--- config.mk ---
export PLATFORM = sky130hd
export DESIGN_NAME = reg_share_arb
export DESIGN_NICKNAME = d
export VERILOG_FILES = /design/src/rtl/reg_share_arb.sv
export SDC_FILE = /design/constraint.sdc
export NUM_CORES = 1
export LEC_CHECK = 0
export CAP_MARGIN = 20
export CORE_MARGIN = 5
export CORE_UTILIZATION = 41
export DETAILED_ROUTE_END_ITERATION = 7
export PLACE_DENSITY = 0.86
export SLEW_MARGIN = 25
export SYNTH_ARGS = -nofsm -noshare
export SYNTH_HDL_FRONTEND = slang
export SYNTH_SLANG_ARGS = --single-unit
--- constraint.sdc ---
create_clock -name clk -period 1.6 [get_ports clk]
set_input_delay 0.24 -clock clk [delete_from_list [all_inputs] [get_ports clk]]
set_output_delay 0.24 -clock clk [all_outputs]
set_load 0.05 [all_outputs]
--- src/rtl/reg_share_arb.sv ---
// Two-requester round-robin arbiter guarding one shared register; each grant allows up to HOLD writes, followed by one release cycle.
// Optional write statistics counter: define REG_SHARE_STATS_EN to add the wr_cnt output.
module reg_share_arb #(
  parameter int WIDTH = 8,
  parameter int HOLD  = 2
) (
  input  logic             clk,
  input  logic             rst_n,
  input  logic             req0,
  input  logic [WIDTH-1:0] d0,
  input  logic             req1,
  input  logic [WIDTH-1:0] d1,
  output logic             gnt0,
  output logic             gnt1,
  output logic [WIDTH-1:0] q,
  output logic             last
`ifdef REG_SHARE_STATS_EN
  ,
  output logic [7:0]       wr_cnt
`endif
);

  typedef enum logic [1:0] {IDLE = 2'd0, GNT0 = 2'd1, GNT1 = 2'd2, REL = 2'd3} state_t;

  localparam logic [3:0] HOLD_LAST = 4'(HOLD - 1);

  state_t           state;
  state_t           state_nxt;
  logic [3:0]       cnt;
  logic             last_wr;
  logic             wr_en;
  logic [WIDTH-1:0] wr_dat;

  assign last_wr = (cnt == HOLD_LAST);

  always_ff @(posedge clk) begin
    if (!rst_n) begin
      state <= IDLE;
    end else begin
      state <= state_nxt;
    end
  end

  always_comb begin
    state_nxt = state;
    unique case (state)
      IDLE: begin
        if (req0 && req1) begin
          state_nxt = last ? GNT0 : GNT1;
        end else if (req0) begin
          state_nxt = GNT0;
        end else if (req1) begin
          state_nxt = GNT1;
        end
      end
      GNT0: if (!req0 || last_wr) state_nxt = REL;
      GNT1: if (!req1 || last_wr) state_nxt = REL;
      REL:  state_nxt = IDLE;
    endcase
  end

  // Grants decode straight from the state flops, so they change only at clock edges.
  always_comb begin
    gnt0   = (state == GNT0);
    gnt1   = (state == GNT1);
    wr_en  = (gnt0 && req0) || (gnt1 && req1);
    wr_dat = gnt1 ? d1 : d0;
  end

  // Grants are entered only from IDLE, so clearing in IDLE is the clear-on-entry.
  always_ff @(posedge clk) begin
    if (!rst_n) begin
      q    <= '0;
      cnt  <= '0;
      last <= 1'b1;
    end else begin
      if (wr_en) begin
        q <= wr_dat;
      end
      if (state == IDLE) begin
        cnt <= '0;
      end else if (wr_en) begin
        cnt <= cnt + 4'd1;
      end
      if (state == IDLE && state_nxt == GNT0) begin
        last <= 1'b0;
      end else if (state == IDLE && state_nxt == GNT1) begin
        last <= 1'b1;
      end
    end
  end

`ifdef REG_SHARE_STATS_EN
  always_ff @(posedge clk) begin
    if (!rst_n) begin
      wr_cnt <= '0;
    end else if (wr_en && wr_cnt != 8'hFF) begin
      wr_cnt <= wr_cnt + 8'd1;
    end
  end
`endif

endmodule

==> results.toml <==
[place]
dp_hpwl_mm = 1.45
place_congestion = 0.780
portBuffers = 30
dp_cells = 135

[floorplan]
rows = 15
fp.dieArea_um2 = 2860
die_x_um = 53.5
initial_core_util_pct = 43.9
io_pins = 31
fp.coreArea_um2 = 1760
chipHeight_um = 53.5

[worst_setup_path]
cpPeakStageDelay_ns = 0.40
cp_slowest_cell = "dfxtp_2"
start_kind = "flop"
required_ns = 1.36
cp-end-kind = "output pin"
cp-startpoint = "state[1]$_SDFF_PN0_"
criticalPathCategory = "flop to output pin"
path_cells = "nor2b_2 -> buf_6 -> buf_12"
cp_max_fo = 10
worst_path_dominant_cell_family = "flip-flops"
crit_buf_inv = 2
r2r_start = "cnt[0]$_SDFFE_PP0P_"
critPathArrivalTime_ns = 1.25

[pwr]
intPower_uw = 729
swShare_pct = 36.8
power_frac_seq_pct = 39.0
leakage_uw = 0.000473
vdd_ir_drop_max_mv = 0.600
p_total_uw = 1150
pwr-share-clk_pct = 18.4
switchingPower_uw = 424
p_per_area_nw_per_um2 = 991
combPwrFrac_pct = 42.6

[synth]
async_flop_share_pct = 0
ys_seq_elements = 15
synth_area_leaders = "dfxtp_1 39%, a211oi_2 11%, mux2i_1 10%"
synth_edf_count = 0
yosysTopAreaCell = "dfxtp_1"
ys.warnings.count = 0
yosys-top-cells-count = "15 x dfxtp_1, 14 x nor2_1, 8 x mux2i_1, 7 x a211oi_2, 4 x nand2_1"
synth_largest_type_area_fraction_pct = 38.8
post_synth_instance_area_um2 = 774
synth_fp_nets = 99
ys_types = 25
synthFlopType = "dfxtp_1"
ys_seq_area_share_pct = 38.8
synth_most_common_cell = "dfxtp_1"
netlist_instances = 77
synth.avg_cell_area_um2 = 10.1

[sta]
maxSlewViolCount = 0
finClkSkew_ns = 0.00240
fmax_mhz = 671
worstMarginPinSlew_ns = 0.663
tns_ns = 0
fin_crit_ns = 1.49
hold_viol = 0
setup_viol = 0
rsz0062_at_grt = "false"
relSlewSlack_pct = 55.4
fin_crit_sh_pct = 93.2

[drt]
vias = 701
wl_mm = 1.83
post-route-drc-count = 0
vias_per_cell = 5.04
first_iter_violations = 9
first_pass_iters = 4
wl_per_cell_um = 13.1
drtAntennaViolNets = 0

[cts]
cts_buffers = 3
cts_buffer_depth = 2
root_buffer = "clkbuf_4"
path_clk_slew_ns = 0.09
insertion_delay_ns = 0.27
cts_setup_buffers = 0
htreeDepth = 1
clkSinkCount = 15
tritoncts = "yes"

[global_route]
grt.overflow.total = 0
groute.usage.overall_pct = 14.5
grt_pass1_vias = 756
grt_antenna_before_repair = 0
grt_pass1_wl_mm = 3.05
grt_max_degree = 15

[finish]
fin_nets = 137
multiInputGateArea_um2 = 430
ff_latch_area_um2 = 302
diodes = 0
layout.cells.non_filler = 139
area_growth_pct = 50.2
fillCellCount = 161
drive_gt1_share_pct = 28.1

[worst_hold_path]
holdCritStartpoint = "q[7]$_SDFFE_PN0P_"
hp-class = "flop to flop"

[status]
outcome = "complete, no violations"

[run]
maxCapViolCount = 0
metal layers:
layer | routed length (um) | track usage, %
met3 | 61 | 3.38
met2 | 1010 | 27.1
met5 | 0 | 0
met4 | 30 | 5.11
met1 | 720 | 15.6
layout make-up:
type / instances / share of cell area (%)
clock buffers: 4 / 2.26
well taps: 25 / 2.69
flip-flops and latches: 15 / 25.9
repair buffers: 36 / 30.9
inverters: 4 / 1.29
multi-input cells: 55 / 37.0
cell usage in the layout (no fill, tap or decap), types with 2 or more instances in the layout:
master,n
nand2_1,4
buf_4,13
a211oi_1,2
a21oi_1,2
inv_1,3
a211oi_2,7
clkbuf_4,3
o21ai_0,2
nor2_1,14
dfxtp_1,14
ha_1,2
buf_12,3
clkdlybuf4s50_1,19
mux2i_1,8
what timing repair did:
action | 4_1_cts | 5_1_grt
setup endpoints to repair | 1 | 1
pin swaps | 0 | 0
hold buffers | 0 | 0
resized for setup | 1 | 1
stage by stage:
step	setup slack [ns]	util, %	hold slack [ns]	instance area (um^2)
CTS	0.0746	65.7	0.518	1160
floorplan	0.128	-	0.316	779
global route	0.0408	66.0	0.551	1160
detailed placement	0.0423	64.2	0.492	1130
finish	0.109	66.0	0.512	1160
global placement	0.0851	64.2	0.483	1130
path summary, 6_finish.rpt:
kind / to / slack, ns / cells past startpoint
hold / removal: q[7]$_SDFFE_PN0P_ / 0.51 / 1
setup / recovery: gnt1 / 0.11 / 3
hold reg to reg: q[7]$_SDFFE_PN0P_ / 0.51 / 1
setup reg to reg: state[1]$_SDFF_PN0_ / 0.12 / 4
power groups by stage:
stage                     Sequential (uW)  Combinational [uW]  Clock, uW
after floorplan                       557                 220          0
after detailed placement              457                 491          0
final                                 450                 491        212
after global routing                  457                 523        248
after global placement                455                 479          0
after CTS                             449                 493        217
sequential cells by signal, indices dropped and copies added (netlist names):
name and flops:
cnt 4, state 2, last 1, q 8
cell families (layout without fill, tap and decap cells):
| group | count (synthesis) | after routing | synth area share [%] |
|---|---|---|---|
| and+or+nand+nor | 24 | 24 | 14.5 |
| AOI/OAI and AO/OA | 19 | 19 | 23.7 |
| DFF | 15 | 15 | 38.8 |
| muxes | 9 | 9 | 12.3 |
| buffers and inverters | 7 | 44 | 6.30 |
| adders and majority gates | 2 | 2 | 3.23 |
| xor gates and xnor gates | 1 | 1 | 1.13 |
Power figures use the tool's default switching activity.
